<file path="config.mk">
export PLATFORM = sky130hd
export DESIGN_NAME = apb_fetch_master
export DESIGN_NICKNAME = d
export VERILOG_FILES = /design/src/rtl/apb_pkg.sv /design/src/rtl/fetch_fifo.sv /design/src/rtl/apb_fetch_master.sv
export SDC_FILE = /design/constraint.sdc
export NUM_CORES = 1
export LEC_CHECK = 0
export CAP_MARGIN = 10
export CORE_MARGIN = 1.5
export CORE_UTILIZATION = 58
export CTS_CLUSTER_DIAMETER = 30
export CTS_CLUSTER_SIZE = 28
export DETAILED_ROUTE_END_ITERATION = 16
export PLACE_DENSITY = 0.94
export SKIP_LAST_GASP = 1
export SYNTH_ARGS = -nofsm -noshare
export SYNTH_HDL_FRONTEND = slang
export SYNTH_SLANG_ARGS = --single-unit
</file>
<file path="constraint.sdc">
create_clock -name pclk -period 5.1 [get_ports pclk]
set_input_delay 1.02 -clock pclk [delete_from_list [all_inputs] [get_ports pclk]]
set_output_delay 1.02 -clock pclk [all_outputs]
set_load 0.05 [all_outputs]
</file>
<file path="src/rtl/apb_pkg.sv">
// Shared types and default widths for the APB fetch master and its prefetch FIFO.
package apb_pkg;

    localparam int APB_ADDR_W = 16;
    localparam int APB_DATA_W = 16;

    typedef enum logic [1:0] {
        IDLE   = 2'd0,
        SETUP  = 2'd1,
        ACCESS = 2'd2
    } apb_mst_state_t;

    typedef struct packed {
        logic [APB_ADDR_W-1:0] addr;
        logic [APB_DATA_W-1:0] data;
    } fetch_entry_t;

endpackage

</file>
<file path="src/rtl/fetch_fifo.sv">
// Prefetch FIFO of {addr, data} entries; flush wins over push and pop.
module fetch_fifo
    import apb_pkg::*;
#(
    parameter  int DEPTH = 4,
    localparam int PTR_W = $clog2(DEPTH),
    localparam int CNT_W = $clog2(DEPTH + 1)
) (
    input  logic             clk,
    input  logic             rst_n,
    input  logic             i_flush,
    input  logic             i_push,
    input  fetch_entry_t     i_push_entry,
    input  logic             i_pop,
    output logic             o_valid,
    output fetch_entry_t     o_head,
    output logic [CNT_W-1:0] o_count
);

    fetch_entry_t     r_mem [DEPTH];
    logic [PTR_W-1:0] r_rd_ptr;
    logic [PTR_W-1:0] r_wr_ptr;
    logic [CNT_W-1:0] r_count;
    logic             w_we;
    logic             w_re;

    assign w_we = i_push && !i_flush;
    assign w_re = i_pop && (r_count != '0);

    // NOTE: storage is deliberately not reset; count and pointers alone decide which entries are live.
    always_ff @(posedge clk) begin
        if (w_we) begin
            r_mem[r_wr_ptr] <= i_push_entry;
        end
    end

    // NOTE: sequential state uses non-blocking assignments so every register samples pre-edge values.
    always_ff @(posedge clk or negedge rst_n) begin
        if (!rst_n) begin
            r_rd_ptr <= '0;
            r_wr_ptr <= '0;
            r_count  <= '0;
        end else if (i_flush) begin
            r_rd_ptr <= '0;
            r_wr_ptr <= '0;
            r_count  <= '0;
        end else begin
            if (i_push) begin
                r_wr_ptr <= r_wr_ptr + PTR_W'(1);
            end
            if (w_re) begin
                r_rd_ptr <= r_rd_ptr + PTR_W'(1);
            end
            r_count <= r_count + CNT_W'(i_push) - CNT_W'(w_re);
        end
    end

    assign o_valid = (r_count != '0);
    assign o_head  = r_mem[r_rd_ptr];
    assign o_count = r_count;

endmodule

</file>
<file path="src/rtl/apb_fetch_master.sv">
// APB read master streaming sequential ROM words into a prefetch FIFO, with redirect/flush.
module apb_fetch_master
    import apb_pkg::*;
#(
    parameter int                ADDR_W     = APB_ADDR_W,
    parameter int                DATA_W     = APB_DATA_W,
    parameter int                DEPTH      = 4,
    parameter logic [ADDR_W-1:0] RESET_ADDR = '0
) (
    input  logic              pclk,
    input  logic              preset,
    output logic              psel,
    output logic              penable,
    output logic              pwrite,
    output logic [DATA_W-1:0] pwdata,
    output logic [ADDR_W-1:0] paddr,
    input  logic              pready,
    input  logic [DATA_W-1:0] prdata,
    input  logic              fetch_en,
    input  logic              redirect_valid,
    input  logic [ADDR_W-1:0] redirect_addr,
    output logic              fetch_valid,
    output logic [DATA_W-1:0] fetch_data,
    output logic [ADDR_W-1:0] fetch_addr,
    input  logic              fetch_ready
);

    localparam int              CNT_W    = $clog2(DEPTH + 1);
    localparam logic [CNT_W-1:0] FULL_CNT = CNT_W'(DEPTH);

    apb_mst_state_t    r_state;
    logic              r_psel;
    logic              r_penable;
    logic [ADDR_W-1:0] r_paddr;
    logic [ADDR_W-1:0] r_pc;
    logic              r_drop;

    logic              w_complete;
    logic              w_push;
    logic              w_pop;
    logic [ADDR_W-1:0] w_pc_next;
    logic [CNT_W-1:0]  w_count;
    logic [CNT_W-1:0]  w_count_next;
    logic              w_start_idle;
    logic              w_start_next;
    fetch_entry_t      w_push_entry;
    fetch_entry_t      w_head;

    assign w_complete = (r_state == ACCESS) && pready;
    assign w_push     = w_complete && !r_drop && !redirect_valid;
    assign w_pop      = fetch_valid && fetch_ready && !redirect_valid;

    assign w_push_entry.addr = r_pc;
    assign w_push_entry.data = prdata;

    // NOTE: every signal assigned in always_comb gets a default first, so no latch can be inferred.
    always_comb begin
        w_pc_next    = r_pc;
        w_count_next = w_count + CNT_W'(w_push) - CNT_W'(w_pop);
        if (redirect_valid) begin
            w_pc_next    = redirect_addr;
            w_count_next = '0;
        end else if (w_push) begin
            w_pc_next = r_pc + ADDR_W'(1);
        end
    end

    // A back-to-back SETUP looks at the occupancy the FIFO will have after this edge.
    assign w_start_idle = fetch_en && (w_count < FULL_CNT);
    assign w_start_next = fetch_en && (w_count_next < FULL_CNT);

    always_ff @(posedge pclk or negedge preset) begin
        if (!preset) begin
            r_state   <= IDLE;
            r_psel    <= 1'b0;
            r_penable <= 1'b0;
            r_paddr   <= '0;
            r_pc      <= RESET_ADDR;
            r_drop    <= 1'b0;
        end else begin
            r_pc <= w_pc_next;
            // APB cannot abort, so a redirect mid-transfer marks the in-flight word for discard.
            if (redirect_valid && (r_state != IDLE) && !w_complete) begin
                r_drop <= 1'b1;
            end else if (w_complete) begin
                r_drop <= 1'b0;
            end
            case (r_state)
                IDLE: begin
                    if (w_start_idle) begin
                        r_state <= SETUP;
                        r_psel  <= 1'b1;
                        r_paddr <= w_pc_next;
                    end
                end
                SETUP: begin
                    r_state   <= ACCESS;
                    r_penable <= 1'b1;
                end
                ACCESS: begin
                    if (pready) begin
                        r_penable <= 1'b0;
                        if (w_start_next) begin
                            r_state <= SETUP;
                            r_paddr <= w_pc_next;
                        end else begin
                            r_state <= IDLE;
                            r_psel  <= 1'b0;
                        end
                    end
                end
                default: begin
                    r_state   <= IDLE;
                    r_psel    <= 1'b0;
                    r_penable <= 1'b0;
                end
            endcase
        end
    end

    fetch_fifo #(
        .DEPTH (DEPTH)
    ) u_fifo (
        .clk          (pclk),
        .rst_n        (preset),
        .i_flush      (redirect_valid),
        .i_push       (w_push),
        .i_push_entry (w_push_entry),
        .i_pop        (w_pop),
        .o_valid      (fetch_valid),
        .o_head       (w_head),
        .o_count      (w_count)
    );

    assign psel       = r_psel;
    assign penable    = r_penable;
    assign paddr      = r_paddr;
    assign pwrite     = 1'b0;
    assign pwdata     = '0;
    assign fetch_data = w_head.data;
    assign fetch_addr = w_head.addr;

endmodule

</file>
==> results.tsv, run 1 <==
metric	value	unit
CP arrival	2.96	ns
Synth area leaders	edfxtp_1 (54%), dfrtp_1 (16%), mux4_2 (10%)	
die area	12800	um2
Synth top cells by count	edfxtp_1 (128), dfrtp_1 (44), mux4_2 (32)	
maxcap violations	0	
CTS tree	built	
yosys warns	0	
Comb pwr share	26.5	%
Synth Cell Area	7060	um2
io pins	106	
count leader, synth	edfxtp_1	
CP Buf/Inv Count	2	
Crit path required time	4.08	ns
height of the die	113	um
setup ws final	1.12	ns
FF+latch count, synth	172	
Pre-antenna DRT Iters	4	
Nets	542	
clock latency at the later pin of the worst-skew pair	0.43	ns
Final ANT Viol Nets	0	
DRC	0	
share of post-route cells with drive strength above 1	17.9	%
fill count	717	
Int Power	2.70	mW
P&R area growth vs syn	20.8	%
skew final	0.00854	ns
hold buffer count at cts	0	
worst slew pin tran	1.22	ns
Rows	40	
post_cts resized	0	
DRT iter0 DRCs	267	
Longest Clk Path Bufs	2	
EDFF count, synth	128	
Syn Area/Cell	17.7	um2
worst hold path type	reg2reg	
Fin. Hold Viols	0	
crit-path max FO	26	
sequential share of power	44.4	%
Clk pwr share	29.1	%
total number of vias	3792	
Setup TNS	0	ns
max-slew violation count	0	
Via density	5.79	
# diodes	0	
clk sinks	172	
Synth top area share	54.4	%
DRT Wirelength	13700	um
starting density of the core	59.0	%
Final Cycle Share	78.1	%
f_max	251	MHz
critical path startpoint category	register	
Static Leak	3.00	nW
Critical Path Max Stage Delay	1.15	ns
Post-CTS Setup Inserts	0	
die width	113	um
initial antenna violation count	0	
switching share of power	31.6	%
FF+latch area	4950	um2
CP max-delay cell	dfrtp_1	
Synth cell types	47	
status	complete, no violations	
IO Port Bufs	88	
sequential fraction of the synthesis area	70.0	%
grt ovf	0	
number of global-route vias before repair	4145	
Core Util, Final	71.3	%
GR Util All Layers	22.7	%
Post-Synthesis Cells	399	
sw power	1.25	mW
Reg clk slew, reported paths	0.06	ns
H-tree depth	4	
Crit Path Class	reg2out	
Most used DFF post-synth	edfxtp_1	
detailed placement HPWL	8410	um
CP endpoint kind	primary output	
RSZ-0062 raised after global routing	no	
root buf cell	clkbuf_16	
crit-path cells	buf_4, mux4_2, clkdlybuf4s50_1	
Max-slew headroom	18.5	%
Power per Cell Area	463	nW/um2
RD Place Congestion	0.869	
IR drop worst, VDD	399	uV
Setup WS pre-CTS	1.08	ns
Num CTS Buffers	17	
first-pass GRT wire length	21600	um
Async SR Flop Fraction	25.6	%
largest net degree at the start of global routing	45	
delay-heaviest family, CP	flip-flops	
final setup fails	0	
Core Area	12000	um2
WL/cell	20.9	um
Final min period	3.98	ns
Synth area leader	edfxtp_1	
area occupied by multi-input gates	1920	um2
[sequential cells by signal, summed over array words and instances, names as in the netlist]
name and flops:
paddr 16, penable 1, psel 1, r_drop 1
r_pc 16, r_state 2, u_fifo.o_count 3, u_fifo.r_mem 128
u_fifo.r_rd_ptr 2, u_fifo.r_wr_ptr 2
[cells by family (layout without fill, tap and decap cells)]
logic type / count (synthesis) / count (layout) / share of synthesized area, %
other: 1 / 17 / 0.0531
buffers and inverters: 43 / 136 / 3.60
and+or+nand+nor: 77 / 77 / 6.15
AOI/OAI and AO/OA: 32 / 32 / 3.17
muxes: 51 / 51 / 13.7
DFF: 172 / 172 / 70.0
adders and majority gates: 9 / 9 / 1.59
xor gates and xnor gates: 14 / 14 / 1.74
[per-layer routing]
layer	part of all wire, %	GRT usage, %
met1	41	28.6
met4	1.2	7.42
met3	5.5	6.64
met2	52	38.2
met5	0	0
[cell type report]
type	instances	share of cell area, %
multi-input combinational	200	22.5
sequential	172	58.0
timing repair buffer	95	10.9
inverter	9	0.396
clock buffer	20	5.12
tap	147	2.16
clock inverter	12	0.939
[cell usage in the layout (no fill, tap or decap), types with 3 or more instances in the layout]
master and instances:
clkbuf_16 17, nand2_1 25, clkinv_1 6, buf_4 7, clkdlybuf4s50_1 87, a21oi_1 3
inv_1 9, nor4_1 6, edfxtp_1 128, and3_1 6, or3_1 3, mux2_2 7
clkbuf_1 3, conb_1 17, o21ai_0 14, xnor2_1 6, dfrtp_1 43, clkinv_2 4
nor2_1 11, xor2_1 8, mux2_4 9, ha_1 9, mux4_2 32, mux2i_1 3
nand4_1 5, nand3_1 8
[power groups by stage]
stage,clock (mW),combinational (mW),sequential (mW)
after floorplan,0,0.527,1.97
after global placement,0,1.02,1.76
after detailed placement,0,1.04,1.77
after CTS,1.16,1.05,1.75
after global routing,1.21,1.09,1.77
final,1.15,1.04,1.75
[metrics by stage]
stage / area [um2] / hold slack, ns / total power, mW / instances
floorplan: 7120 / 0.471 / 2.50 / 415
global placement: 8010 / 0.467 / 2.78 / 623
detailed placement: 8010 / 0.492 / 2.81 / 623
CTS: 8530 / 0.511 / 3.96 / 655
global route: 8530 / 0.516 / 4.07 / 655
finish: 8530 / 0.506 / 3.95 / 655
[worst register-to-register path: stages, from the launching register on]
cell and delay [ns]:
dfrtp_1 0.54, nand4bb_4 0.23, nor2_1 0.16, ha_1 0.17, ha_1 0.25, nor4_1 0.35
o21ai_2 0.15, a31oi_4 0.66, mux2_2 0.42
[path summary, 6_finish.rpt]
check | end | cells after the start | slack, ns | from
setup / recovery | fetch_data[2] | 3 | 1.12 | u_fifo.r_rd_ptr[1]
hold / removal | penable | 1 | 0.51 | penable
setup reg to reg | paddr[2] | 8 | 2.07 | r_state[1]
hold reg to reg | penable | 1 | 0.51 | penable
max in group asynchronous | u_fifo.r_rd_ptr[0] | 1 | 3.70 | preset
min in group asynchronous | paddr[15] | 1 | 0.75 | preset
Note: power is estimated with default switching activity, not from simulation.
==> inputs of run 2 (changes only) <==
--- a/config.mk
+++ b/config.mk
@@ -7,11 +7,11 @@
 export LEC_CHECK = 0
 export CAP_MARGIN = 10
 export CORE_MARGIN = 1.5
-export CORE_UTILIZATION = 58
+export CORE_UTILIZATION = 54
 export CTS_CLUSTER_DIAMETER = 30
 export CTS_CLUSTER_SIZE = 28
 export DETAILED_ROUTE_END_ITERATION = 16
-export PLACE_DENSITY = 0.94
+export PLACE_DENSITY = 0.89
 export SKIP_LAST_GASP = 1
 export SYNTH_ARGS = -nofsm -noshare
 export SYNTH_HDL_FRONTEND = slang
==> constraint.sdc (replaced) <==
create_clock -name pclk -period 4.2 [get_ports pclk]
set_input_delay 0.84 -clock pclk [delete_from_list [all_inputs] [get_ports pclk]]
set_output_delay 0.84 -clock pclk [all_outputs]
set_load 0.05 [all_outputs]
==> results.tsv, run 2 (synthesis gave the netlist of run 1 again) <==
metric	value	unit	change
skew final	0.00820	ns	was 0.00854 ns
Static Leak	3.04	nW	was 3.00 nW
delay-heaviest family, CP	buffers and inverters		was flip-flops
Cell Area, Placed	8050	um2	was 8010 um2
total number of vias	3794		was 3792
setup ws final	0.647	ns	was 1.12 ns
Final min period	3.55	ns	
Setup TNS	0	ns	unchanged
Reg clk slew, reported paths	0.06	ns	about the same
switching share of power	30.6	%	was 31.6%
WL/cell	19.0	um	was 20.9 um
RD Place Congestion	0.864		was 0.869
grt ovf	0		unchanged
max-slew violation count	0		unchanged
P&R area growth vs syn	22.6	%	was 20.8%
Largest Register	u_fifo.r_mem		unchanged
Clk pwr share	31.4	%	was 29.1%
Final Cycle Share	84.6	%	
Final ANT Viol Nets	0		unchanged
clock latency at the later pin of the worst-skew pair	0.42	ns	was 0.43 ns
CP max-delay cell	dfrtp_2		was dfrtp_1
largest net degree at the start of global routing	45		unchanged
Via density	5.59		was 5.79
H-tree depth	4		unchanged
critical path startpoint category	register		unchanged
M1 GR Usage	27.0	%	was 28.6%
post_cts resized	0		unchanged
met2 usage	31.7	%	was 38.2%
Core Area	12700	um2	was 12000 um2
height of the die	117	um	was 113 um
crit-path max FO	19		was 26
busiest grt layer	met2		unchanged
io pins	106		unchanged
maxcap violations	0		unchanged
# diodes	0		unchanged
Critical Path Max Stage Delay	0.74	ns	was 1.15 ns
clk sinks	172		unchanged
starting density of the core	55.7	%	was 59.0%
met3 usage	5.98	%	was 6.64%
final instance area	8650	um2	was 8530 um2
Pre-antenna DRT Iters	4		unchanged
Comb pwr share	25.5	%	was 26.5%
Longest Clk Path Bufs	2		unchanged
GR Util All Layers	20.1	%	was 22.7%
detailed placement HPWL	8110	um	was 8410 um
status	complete, no violations		unchanged
Max-slew headroom	35.6	%	was 18.5%
Post-CTS Setup Inserts	0		unchanged
Crit path required time	3.36	ns	was 4.08 ns
RSZ-0062 raised after global routing	no		unchanged
Setup WS pre-CTS	0.515	ns	was 1.08 ns
IR drop worst, VDD	548	uV	was 399 uV
DRT iter0 DRCs	377		was 267
Num CTS Buffers	17		unchanged
Fin. Hold Viols	0		unchanged
final setup fails	0		unchanged
number of global-route vias before repair	3990		was 4145
commonest non-fill, non-tap cells in the layout	edfxtp_1 (128), clkdlybuf4s50_1 (87), dfrtp_1 (43)		unchanged
Rows	41		was 40
initial antenna violation count	0		unchanged
DRC	0		unchanged
commonest non-fill, non-tap cell in the layout	edfxtp_1		unchanged
CP endpoint kind	primary output		unchanged
worst hold path type	reg2reg		unchanged
sw power	1.51	mW	was 1.25 mW
die area	13800	um2	was 12800 um2
die width	117	um	was 113 um
crit-path cells	buf_12, mux4_2, clkdlybuf4s50_1		was buf_4, mux4_2, clkdlybuf4s50_1
first-pass GRT wire length	21000	um	was 21600 um
share of post-route cells with drive strength above 1	19.3	%	was 17.9%
Design Power	4.94	mW	was 3.95 mW
IO Port Bufs	88		unchanged
max reg flops	128		unchanged
Int Power	3.43	mW	was 2.70 mW
Power per Cell Area	571	nW/um2	was 463 nW/um2
sequential share of power	43.1	%	was 44.4%
hold buffer count at cts	0		unchanged
Crit Path Class	reg2out		unchanged
CP arrival	2.71	ns	was 2.96 ns
CP Buf/Inv Count	2		unchanged
CTS tree	built		unchanged
Nets	541		was 542
DRT Wirelength	12900	um	was 13700 um
root buf cell	clkbuf_16		unchanged
f_max	281	MHz	
worst slew pin tran	0.967	ns	was 1.22 ns
[run 2: cell type report]
class,count,area (um2)
flip-flops and latches,172,4950
fillers,804,4020
multi-input cells,200,1920
repair buffers,94,933
clock buffers,23,489
well taps,172,215
clock inverters,9,111
inverters,9,33.8
[run 2: path summary, 6_finish.rpt]
kind	startpoint	to	slack [ns]	cells past startpoint
setup reg to reg	r_state[1]	paddr[0]	1.40	9
hold / removal	penable	penable	0.50	1
max in group asynchronous	preset	u_fifo.r_rd_ptr[0]	2.98	1
hold reg to reg	penable	penable	0.50	1
min in group asynchronous	preset	r_state[1]	0.56	1
setup / recovery	u_fifo.r_rd_ptr[0]	fetch_data[12]	0.65	3
[run 2: power groups by stage]
stage	clock network [mW]	logic, mW	registers (mW)
3_5_place_dp	0	1.26	2.16
5_1_grt	1.65	1.32	2.15
6_report	1.55	1.26	2.13
4_1_cts	1.58	1.27	2.13
3_3_place_gp	0	1.24	2.15
2_1_floorplan	0	0.640	2.40
[run 2: metrics by stage]
stage	utilization, %	hold WS, ns	cells
CTS	68.3	0.500	679
detailed placement	63.6	0.481	647
floorplan	-	0.471	415
global route	68.3	0.513	679
finish	68.3	0.502	679
global placement	63.6	0.470	647
[run 2: metal layers]
layer	vias to the layer above	wire length [um]
met3	9	810
met1	1943	5540
met2	142	6480
met5	-	0
li1	1700	-
met4	0	93
[run 2: worst reg2reg max path, stage by stage, from the launching register on]
cell       delay (ns)
dfrtp_1          0.54
nand4bb_4        0.21
nor2_1           0.15
ha_1             0.16
ha_1             0.25
nor4_1           0.35
o21ai_2          0.15
a31oi_4          0.19
buf_4            0.31
mux2_2           0.38
